$ cat src/rtl/phase_pkg.sv
// Shared phase-domain definitions: FSM state encoding and default datapath widths.
package phase_pkg;

  localparam int unsigned PHASE_WIDTH_DEF = 30;
  localparam int unsigned CNTR_WIDTH_DEF  = 16;
  localparam int unsigned ACC_WIDTH       = PHASE_WIDTH_DEF + CNTR_WIDTH_DEF;

  typedef enum logic [1:0] {
    PRIME = 2'd0,
    ACCUM = 2'd1,
    HOLD  = 2'd2
  } state_t;

endpackage

$ cat src/rtl/phase_diff_unit.sv
// Modular phase difference (cur - prev) mod 2^PHASE_WIDTH, sign-extended to OUT_WIDTH.
module phase_diff_unit #(
  parameter int unsigned PHASE_WIDTH = 30,
  parameter int unsigned OUT_WIDTH   = 46
) (
  input  logic [PHASE_WIDTH-1:0] cur,
  input  logic [PHASE_WIDTH-1:0] prev,
  output logic [OUT_WIDTH-1:0]   d_c
);

  logic [PHASE_WIDTH-1:0] raw;

  // Truncating subtract gives the wrap-safe shortest-path difference
  assign raw = cur - prev;
  assign d_c = OUT_WIDTH'($signed(raw));

endmodule

$ cat src/rtl/axis_phase_decoder.sv
// Recovers the per-window phase increment sum from an AXI-Stream phase-accumulator feed.
// Optional AXIS_PHASE_DECODER_JUMP_EN adds m_axis_tuser flagging an increment change within a window.
module axis_phase_decoder
  import phase_pkg::*;
#(
  parameter int unsigned S_AXIS_TDATA_WIDTH = 32,
  parameter int unsigned PHASE_WIDTH        = 30,
  parameter int unsigned CNTR_WIDTH         = 16,
  parameter int unsigned M_AXIS_TDATA_WIDTH = 64
) (
  input  logic                          aclk,
  input  logic                          aresetn,
  input  logic [CNTR_WIDTH-1:0]         cfg_data,
  output logic                          s_axis_tready,
  input  logic [S_AXIS_TDATA_WIDTH-1:0] s_axis_tdata,
  input  logic                          s_axis_tvalid,
  input  logic                          m_axis_tready,
  output logic [M_AXIS_TDATA_WIDTH-1:0] m_axis_tdata,
  output logic                          m_axis_tvalid
`ifdef AXIS_PHASE_DECODER_JUMP_EN
  ,
  output logic                          m_axis_tuser
`endif
);

  localparam int unsigned ACC_W = PHASE_WIDTH + CNTR_WIDTH;

  state_t                        state_q, state_d;
  logic [PHASE_WIDTH-1:0]        prev_q, prev_d;
  logic [ACC_W-1:0]              acc_q, acc_d;
  logic [CNTR_WIDTH-1:0]         cntr_q, cntr_d;
  logic [CNTR_WIDTH-1:0]         n_lat_q, n_lat_d;
  logic [M_AXIS_TDATA_WIDTH-1:0] out_q, out_d;
  logic                          valid_q, valid_d;
  logic                          ready_q, ready_d;

  logic [PHASE_WIDTH-1:0]        cur;
  logic [ACC_W-1:0]              d;
  logic [ACC_W-1:0]              acc_sum;
  logic [CNTR_WIDTH-1:0]         cntr_inc;
  logic [CNTR_WIDTH-1:0]         n_cfg;
  logic                          in_xfer;
  logic                          out_xfer;

`ifdef AXIS_PHASE_DECODER_JUMP_EN
  logic [ACC_W-1:0]              d0_q, d0_d;
  logic                          jump_q, jump_d;
  logic                          tuser_q, tuser_d;
  logic                          jump_hit;
`endif

  assign cur = s_axis_tdata[PHASE_WIDTH-1:0];

  generate
    if (S_AXIS_TDATA_WIDTH > PHASE_WIDTH) begin : g_hi
      logic unused_hi;
      assign unused_hi = ^s_axis_tdata[S_AXIS_TDATA_WIDTH-1:PHASE_WIDTH];
    end
  endgenerate

  phase_diff_unit #(
    .PHASE_WIDTH (PHASE_WIDTH),
    .OUT_WIDTH   (ACC_W)
  ) u_diff (
    .cur  (cur),
    .prev (prev_q),
    .d_c  (d)
  );

  assign in_xfer  = s_axis_tvalid & ready_q;
  assign out_xfer = valid_q & m_axis_tready;
  assign acc_sum  = acc_q + d;
  assign cntr_inc = cntr_q + CNTR_WIDTH'(1);
  assign n_cfg    = (cfg_data == '0) ? CNTR_WIDTH'(1) : cfg_data;

  // Next-state and datapath update
  always_comb begin
    state_d = state_q;
    prev_d  = prev_q;
    acc_d   = acc_q;
    cntr_d  = cntr_q;
    n_lat_d = n_lat_q;
    out_d   = out_q;
    valid_d = valid_q;
`ifdef AXIS_PHASE_DECODER_JUMP_EN
    d0_d     = d0_q;
    jump_d   = jump_q;
    tuser_d  = tuser_q;
    jump_hit = (cntr_q != '0) && (d != d0_q);
`endif
    unique case (state_q)
      PRIME: begin
        if (in_xfer) begin
          prev_d  = cur;
          acc_d   = '0;
          cntr_d  = '0;
          n_lat_d = n_cfg;
`ifdef AXIS_PHASE_DECODER_JUMP_EN
          jump_d  = 1'b0;
`endif
          state_d = ACCUM;
        end
      end
      ACCUM: begin
        if (in_xfer) begin
          prev_d = cur;
          acc_d  = acc_sum;
          cntr_d = cntr_inc;
`ifdef AXIS_PHASE_DECODER_JUMP_EN
          if (cntr_q == '0) d0_d = d;
          jump_d = jump_q | jump_hit;
`endif
          if (cntr_inc == n_lat_q) begin
            out_d   = M_AXIS_TDATA_WIDTH'($signed(acc_sum));
            valid_d = 1'b1;
`ifdef AXIS_PHASE_DECODER_JUMP_EN
            tuser_d = jump_q | jump_hit;
`endif
            state_d = HOLD;
          end
        end
      end
      HOLD: begin
        // prev is kept so the next window continues from the last sample
        if (out_xfer) begin
          valid_d = 1'b0;
          acc_d   = '0;
          cntr_d  = '0;
          n_lat_d = n_cfg;
`ifdef AXIS_PHASE_DECODER_JUMP_EN
          jump_d  = 1'b0;
`endif
          state_d = ACCUM;
        end
      end
      default: state_d = PRIME;
    endcase
    ready_d = (state_d != HOLD);
  end

  always_ff @(posedge aclk) begin
    if (!aresetn) begin
      state_q <= PRIME;
      prev_q  <= '0;
      acc_q   <= '0;
      cntr_q  <= '0;
      n_lat_q <= '0;
      out_q   <= '0;
      valid_q <= 1'b0;
      ready_q <= 1'b0;
`ifdef AXIS_PHASE_DECODER_JUMP_EN
      d0_q    <= '0;
      jump_q  <= 1'b0;
      tuser_q <= 1'b0;
`endif
    end else begin
      state_q <= state_d;
      prev_q  <= prev_d;
      acc_q   <= acc_d;
      cntr_q  <= cntr_d;
      n_lat_q <= n_lat_d;
      out_q   <= out_d;
      valid_q <= valid_d;
      ready_q <= ready_d;
`ifdef AXIS_PHASE_DECODER_JUMP_EN
      d0_q    <= d0_d;
      jump_q  <= jump_d;
      tuser_q <= tuser_d;
`endif
    end
  end

  assign s_axis_tready = ready_q;
  assign m_axis_tdata  = out_q;
  assign m_axis_tvalid = valid_q;
`ifdef AXIS_PHASE_DECODER_JUMP_EN
  assign m_axis_tuser  = tuser_q;
`endif

endmodule

$ cat config.mk
export PLATFORM = sky130hd
export DESIGN_NAME = axis_phase_decoder
export DESIGN_NICKNAME = d
export VERILOG_FILES = /design/src/rtl/phase_pkg.sv /design/src/rtl/phase_diff_unit.sv /design/src/rtl/axis_phase_decoder.sv
export SDC_FILE = /design/constraint.sdc
export NUM_CORES = 1
export LEC_CHECK = 0
export CORE_MARGIN = 2
export CORE_UTILIZATION = 53
export CTS_BUF_LIST = sky130_fd_sc_hd__clkbuf_4 sky130_fd_sc_hd__clkbuf_8
export CTS_CLUSTER_SIZE = 28
export DETAILED_ROUTE_END_ITERATION = 10
export PLACE_DENSITY = 0.79
export SLEW_MARGIN = 10
export SYNTH_ARGS = -nofsm -noshare
export SYNTH_HDL_FRONTEND = slang
export SYNTH_SLANG_ARGS = --single-unit
$ cat constraint.sdc
create_clock -name aclk -period 4.8 [get_ports aclk]
set_clock_uncertainty 0.1 [all_clocks]
set_input_delay 0.48 -clock aclk [delete_from_list [all_inputs] [get_ports aclk]]
set_output_delay 0.48 -clock aclk [all_outputs]
set_load 0.05 [all_outputs]
* Word-level counts from Yosys, hierarchy flattened
Index checks and enable logic that the tools add are counted.
** Operators by class
- $add $sub $neg :: 3
- Equality and inequality tests :: 8
- Muxes and demuxes :: 21
- Bitwise operators :: 2
- Reduce and logical (&&, ||, !) cells :: 11
** Operators by type and width (number)
- 2-to-1 mux 46 bit :: 3
- case mux 46 bit (3 select lines) :: 1
- 2-to-1 mux 16 bit :: 6
- case mux 16 bit (3 select lines) :: 1
- adder 46 bit :: 1
- case mux 16 bit (2 select lines) :: 1
- subtractor 30 bit :: 1
- adder 16 x 1 -> 16 bit (second input constant) :: 1
- equality test 16 bit :: 1
- logical NOT 16 bit :: 1
- inequality test 2 bit (second input constant) :: 5
- 2-to-1 mux 2 bit :: 4
- AND reduction 4 bit :: 2
- case mux 2 bit (3 select lines) :: 1
- AND reduction 3 bit :: 2
- nonzero test 2 bit :: 2
- 2-to-1 mux 1 bit :: 3
- nonzero test 3 bit :: 1
- bitwise AND 1 bit :: 2
- equality test 2 x 1 -> 1 bit (second input constant) :: 1
- equality test 2 bit (second input constant) :: 1
- logical NOT 2 bit :: 1
- case mux 1 bit (2 select lines) :: 1
- AND reduction 2 bit :: 1
- OR reduction 2 bit :: 1
** Word-level totals
- Register bits :: 158
- Input port bits :: 52
- Word-level logic and storage cells :: 53

* Longest topological paths before layout
Gate-level depths: netlist (run 1).
- Depth in word-level cells :: 6
- Depth in mapped cells :: 22
- Gate-level depth less buffers :: 22

* Cells and area by module
Synthesis (run 1) repeated with hierarchy kept, for this count alone.
** Second synthesis, totals
- Cells, all modules :: 1415
- Area total of the unflattened synthesis :: 11014.3 um^2
** By module, submodules not included
- axis_phase_decoder :: times used 1, cells each 1142, area each 9133.8 um^2, seq. area each 3163.0 um^2
- phase_diff_unit :: times used 1, cells each 273, area each 1880.6 um^2, seq. area each 0.0 um^2

* Least setup slack after synthesis (run 1)
No wires, ideal clock.
- Path type :: input to register
- Start :: input port s_axis_tdata[0]
- End :: register acc_q[42]
- Arrival :: 4.881 ns
- Setup slack :: -0.239 ns
- Stages on the path :: 21
- Buffers on the path :: 0
- Path through :: inv_1 ha_1 fa_1 nand2b_1 a21oi_1 a211oi_1 a21oi_1 a311oi_1 o21ai_0 a21o_1 nor3b_1 or3_1 ha_1 a21o_1 a21oi_1 o31ai_1 a31oi_1 o21ai_0 or3b_2 a31o_2 nand2_1
** Between the ends
- Longest elaborated chain between the ends :: 4
** RTL lines
- start: declaration :: RTL line axis_phase_decoder.sv:15 : input logic [S_AXIS_TDATA_WIDTH-1:0] s_axis_tdata,
- subtractor 30 bit :: RTL line phase_diff_unit.sv:14 : assign raw = cur - prev;
- adder 46 bit :: RTL line axis_phase_decoder.sv:72 : assign acc_sum = acc_q + d;
- 2-to-1 mux 46 bit :: RTL line axis_phase_decoder.sv:105 : if (in_xfer) begin
- case mux 46 bit (3 select lines) :: RTL line axis_phase_decoder.sv:91 : unique case (state_q)
- end signal: assignment :: RTL line axis_phase_decoder.sv:145 : acc_q <= '0;
- end signal: assignment :: RTL line axis_phase_decoder.sv:159 : acc_q <= acc_d;
- end: declaration :: RTL line axis_phase_decoder.sv:30 : logic [ACC_W-1:0] acc_q, acc_d;
No other way between the ends. The select of a mux whose other input is x is not followed.
A chain may end at the register's enable or synchronous reset.

* Worst setup path after layout (run 1)
- Start :: input port s_axis_tdata[4]
- End :: register acc_q[34]
The elaborated chain is that of the path after synthesis.

==> impl_metrics.env, run 1 <==
export IMPL_run_status="finished, final reports clean"
export IMPL_place_detailed_hpwl_um=23170
export IMPL_drtIter0Drc=922
export IMPL_synth_async_sr_flop_share_pct=0
export IMPL_drtPass1Iterations=6
export IMPL_placed_cell_area_um2=13450
export IMPL_synthesis_instances=1423
export IMPL_post_synth_main_area_contributors="sky130_fd_sc_hd__dfxtp_1 30%, sky130_fd_sc_hd__ha_1 9.6%, sky130_fd_sc_hd__a21oi_1 8.2%, sky130_fd_sc_hd__nand2_1 8.2%, sky130_fd_sc_hd__xnor2_1 5.0%"
export IMPL_first_global_vias=10770
export IMPL_std_cell_rows=52
export IMPL_worst_r2r_cell_count=23
export IMPL_final_cell_area_um2=14140
export IMPL_synth_main_ff_cell="sky130_fd_sc_hd__dfxtp_1"
export IMPL_route_vias_total=11300
export IMPL_hold_path_class="primary input to flip-flop"
export IMPL_synth_top_area_share_pct=29.52
export IMPL_die_area_um2=21370
export IMPL_ys_seq_area_share_pct=29.52
export IMPL_yosysWarningCount=0
export IMPL_timing_hold_worst_path_depth=3
export IMPL_finalHoldViolations=0
export IMPL_internal_power_mw=2.561
export IMPL_synth_area_um2=10720
export IMPL_die_y_um=146.2
export IMPL_finalSetupViolCount=0
export IMPL_worst_max_slew_margin_expressed_relative_to_the_limit_pct=35.61
export IMPL_drc=0
export IMPL_cell_type_with_the_highest_aggregate_area_in_the_netlist="sky130_fd_sc_hd__dfxtp_1"
export IMPL_fill_cells=1693
export IMPL_ys_types=74
export IMPL_crit_reg2reg_capture="acc_q[34]$_SDFFE_PN0P_"
export IMPL_antenna_found_initial=0
export IMPL_floorplan_initialDensity_pct=53.47
export IMPL_final_period_utilization_pct=97.54
export IMPL_syn2layout_area_growth_pct=32.01
export IMPL_wl_per_cell_um=15.78
export IMPL_max_cap_viol=0
export IMPL_ys_ff_latch=158
export IMPL_grt_ovfl_total=0
export IMPL_slew_viol_final=0
export IMPL_power_share_combinational_pct=34.7
export IMPL_proportion_of_power_drawn_by_flip_flops_and_latches_pct=35.9
export IMPL_globalplace_congestion=0.9527
export IMPL_port_buffers=115
export IMPL_vias_per_cell=5.720
export IMPL_totalWireLength_um=31190
export IMPL_n_antenna_cell=0
export IMPL_fp_dieW_um=146.2
export IMPL_hold_worst_path_end="prev_q[0]$_SDFFE_PN0P_"
export IMPL_cts_hold_repair_buffers=0
export IMPL_critPathRequiredTime_ns=5.03
export IMPL_clkSinkCount=158
export IMPL_final_nets=1829
export IMPL_rsz0062_at_grt="true"
export IMPL_cp_arrival_ns=4.91
export IMPL_critPathCaptureType="flip-flop"
export IMPL_clk_pin_slew_ns=0.09
export IMPL_coreArea_um2=20040
export IMPL_achievable_frequency_ghz=0.2136
export IMPL_tightestPinTransition_ns=0.9622
export IMPL_timing_critical_path_fanout_max=4
export IMPL_drive_above_1_share_pct=18.70
export IMPL_r2r_setup_slack_ns=0.16
export IMPL_grt_util_all_layers_pct=28.28
export IMPL_timing_final_crit_period_ns=4.682
export IMPL_crit_path_start="s_axis_tdata[4]"
export IMPL_detail_route_antenna_nets=0
export IMPL_tritoncts_num_buffers=17
export IMPL_syn_num_nets=1559
export IMPL_clkLatencyLatePin_ns=0.48
export IMPL_vdd_ir_drop_max_uv=185.1
export IMPL_worst_slack_on_hold_paths_ns=0.1849
export IMPL_final_instance_count_excl_fill=1976
export IMPL_clk_path_buf_depth=2
export IMPL_h_tree_depth=4
export IMPL_tritoncts="built"
export IMPL_reg_to_reg_critical_path_startpoint="prev_q[0]$_SDFFE_PN0P_"
export IMPL_synth_edff_count=0
export IMPL_critical_path_class="primary input to flip-flop"
export IMPL_min_from="s_axis_tdata[0]"
export IMPL_power_clock_fraction_pct=29.4
export IMPL_grt_start_max_net_pins=69
export IMPL_syn_avg_cell_area_um2=7.530
export IMPL_design_portCount=118
export IMPL_grt_pass1_wl_um=50430
export IMPL_power_density_nw_per_um2=267.8
export IMPL_timing_critical_path_from_type="primary input"
export IMPL_ctsRootBufferMaster="sky130_fd_sc_hd__clkbuf_8"
export IMPL_sw_frac_of_total_pct=32.39
export IMPL_p_leak_nw=5.857
export IMPL_dp_cells=1939
export IMPL_switching_power_mw=1.227
-- final cells by class --
cell class	count	area [um2]	area share (%)
Clock inverter	7	123.9	0.8757
Sequential cell	158	3163	22.36
Timing Repair Buffer	336	2815	19.90
Inverter	59	222.7	1.575
Multi-Input combinational cell	1121	7163	50.64
Clock buffer	25	319.1	2.256
Tap cell	270	337.8	2.388
-- critical path, stage by stage --
cell and delay [ns]:
sky130_fd_sc_hd__clkdlybuf4s50_1 0.43, sky130_fd_sc_hd__ha_1 0.34, sky130_fd_sc_hd__a21o_1 0.18, sky130_fd_sc_hd__a211oi_2 0.29
sky130_fd_sc_hd__a21oi_2 0.11, sky130_fd_sc_hd__a311oi_2 0.24, sky130_fd_sc_hd__buf_4 0.18, sky130_fd_sc_hd__o21ai_4 0.06
sky130_fd_sc_hd__a21o_1 0.22, sky130_fd_sc_hd__buf_4 0.14, sky130_fd_sc_hd__nor3b_1 0.12, sky130_fd_sc_hd__or3_4 0.40
sky130_fd_sc_hd__ha_4 0.28, sky130_fd_sc_hd__buf_4 0.10, sky130_fd_sc_hd__nand2_1 0.06, sky130_fd_sc_hd__o31ai_1 0.30
sky130_fd_sc_hd__a31oi_2 0.10, sky130_fd_sc_hd__buf_4 0.17, sky130_fd_sc_hd__o21a_1 0.17, sky130_fd_sc_hd__o21ai_0 0.25
sky130_fd_sc_hd__xnor2_1 0.17, sky130_fd_sc_hd__o21ai_0 0.11
-- kinds of logic after synthesis --
kind of cell	share of synthesized area, %
muxes	1.109
DFF	29.52
buffers and inverters	5.827
adders and majority gates	9.949
AOI/OAI and AO/OA	24.25
and+or+nand+nor	22.19
xor gates and xnor gates	7.158
-- cell usage after synthesis, types with 3 or more instances --
cell                       instances
sky130_fd_sc_hd__nand2_1         233
sky130_fd_sc_hd__a21oi_1         176
sky130_fd_sc_hd__dfxtp_1         158
sky130_fd_sc_hd__nor2_1           99
sky130_fd_sc_hd__ha_1             82
sky130_fd_sc_hd__o21ai_0          67
sky130_fd_sc_hd__xnor2_1          61
sky130_fd_sc_hd__inv_1            58
sky130_fd_sc_hd__clkbuf_1         56
sky130_fd_sc_hd__a21o_1           43
sky130_fd_sc_hd__nand3_1          41
sky130_fd_sc_hd__nor3_1           31
sky130_fd_sc_hd__nand4_1          26
sky130_fd_sc_hd__xor2_1           24
sky130_fd_sc_hd__a22oi_1          23
sky130_fd_sc_hd__buf_4            18
sky130_fd_sc_hd__o21a_1           17
sky130_fd_sc_hd__a31oi_1          16
sky130_fd_sc_hd__nand2b_1         14
sky130_fd_sc_hd__o21bai_1         13
sky130_fd_sc_hd__or3_1            13
sky130_fd_sc_hd__a211oi_1         12
sky130_fd_sc_hd__and3_1           12
sky130_fd_sc_hd__a21boi_0          9
sky130_fd_sc_hd__nor4_1            9
sky130_fd_sc_hd__o31ai_1           9
sky130_fd_sc_hd__mux2i_1           7
sky130_fd_sc_hd__nor2b_1           7
sky130_fd_sc_hd__o211ai_1          7
sky130_fd_sc_hd__buf_2             6
sky130_fd_sc_hd__or2_2             6
sky130_fd_sc_hd__and2_1            5
sky130_fd_sc_hd__nand3b_1          5
sky130_fd_sc_hd__a311oi_1          4
sky130_fd_sc_hd__a22o_1            3
sky130_fd_sc_hd__and4_1            3
sky130_fd_sc_hd__buf_1             3
sky130_fd_sc_hd__o22ai_1           3
-- through the flow --
stage | setup slack, ns | util [%] | setup TNS (ns) | power (mW)
2_1_floorplan | 0.005279 | - | 0 | 2.085
3_3_place_gp | -0.6150 | 67.10 | -21.79 | 2.600
3_5_place_dp | -0.8142 | 67.10 | -27.95 | 2.626
4_1_cts | 0.002698 | 69.81 | 0 | 3.746
5_1_grt | -0.05100 | 70.59 | -0.1261 | 3.971
6_report | 0.1182 | 70.59 | 0 | 3.788
-- metal layers --
| metal | track usage [%] | vias up | part of all wire, % |
|---|---|---|---|
| li1 | - | 5539 | - |
| met1 | 36.10 | 5360 | 44 |
| met2 | 49.17 | 341 | 48 |
| met3 | 4.313 | 62 | 5.1 |
| met4 | 9.078 | 0 | 2.3 |
| met5 | 0 | - | 0 |
-- power groups by stage --
stage               registers (mW)  logic (mW)  clock network, mW
floorplan                     1.39       0.693                  0
global placement              1.39        1.21                  0
detailed placement            1.39        1.23                  0
CTS                           1.36        1.26               1.12
global route                  1.36        1.43               1.18
finish                        1.36        1.32               1.11
-- state kept, by name, summed over array words and instances (netlist names) --
register,flops
acc_q,46
n_lat_q,16
m_axis_tvalid,1
s_axis_tready,1
state_q,2
prev_q,30
m_axis_tdata,46
cntr_q,16
-- layout by cell type, fill, tap and decap left out, types with 15 or more instances in the layout --
cell type and instances:
sky130_fd_sc_hd__nand2_1 232, sky130_fd_sc_hd__buf_4 221, sky130_fd_sc_hd__a21oi_1 160, sky130_fd_sc_hd__dfxtp_1 158
sky130_fd_sc_hd__clkdlybuf4s50_1 113, sky130_fd_sc_hd__nor2_1 96, sky130_fd_sc_hd__ha_1 79, sky130_fd_sc_hd__xnor2_1 60
sky130_fd_sc_hd__o21ai_0 59, sky130_fd_sc_hd__inv_1 58, sky130_fd_sc_hd__a21o_1 43, sky130_fd_sc_hd__nand3_1 41
sky130_fd_sc_hd__nor3_1 29, sky130_fd_sc_hd__nand4_1 26, sky130_fd_sc_hd__xor2_1 24, sky130_fd_sc_hd__a22oi_1 23
sky130_fd_sc_hd__clkbuf_8 21, sky130_fd_sc_hd__o21a_1 17, sky130_fd_sc_hd__a21oi_2 17, sky130_fd_sc_hd__a31oi_1 15
-- repair_timing --
item,in CTS,in global routing
setup endpoints to repair,31,45
pin swaps,4,17
gates resized for setup,18,34
endpoints found under the hold margin,0,0
buffers inserted,2,3
-- how the worst max path moves through the flow --
stage | endpoint | slack [ns]
after CTS | acc_q[42]$_SDFFE_PN0P_ | 0.003
after global routing | m_axis_tdata[44]$_SDFFE_PN0P_ | -0.05
final | acc_q[34]$_SDFFE_PN0P_ | 0.12
after global placement | acc_q[37]$_SDFFE_PN0P_ | -0.62
after floorplan | acc_q[42]$_SDFFE_PN0P_ | 0.005
after detailed placement | acc_q[37]$_SDFFE_PN0P_ | -0.81
No activity file was read; power rests on OpenSTA's default activity.
==> run 2, diff against run 1 <==
--- a/config.mk
+++ b/config.mk
@@ -8,6 +8,7 @@
 export CORE_MARGIN = 2
 export CORE_UTILIZATION = 53
 export CTS_BUF_LIST = sky130_fd_sc_hd__clkbuf_4 sky130_fd_sc_hd__clkbuf_8
+export CTS_CLUSTER_DIAMETER = 100
 export CTS_CLUSTER_SIZE = 28
 export DETAILED_ROUTE_END_ITERATION = 10
 export PLACE_DENSITY = 0.79
==> results of run 2 <==
Final layout, timing and power as in run 1 (identical DEF).
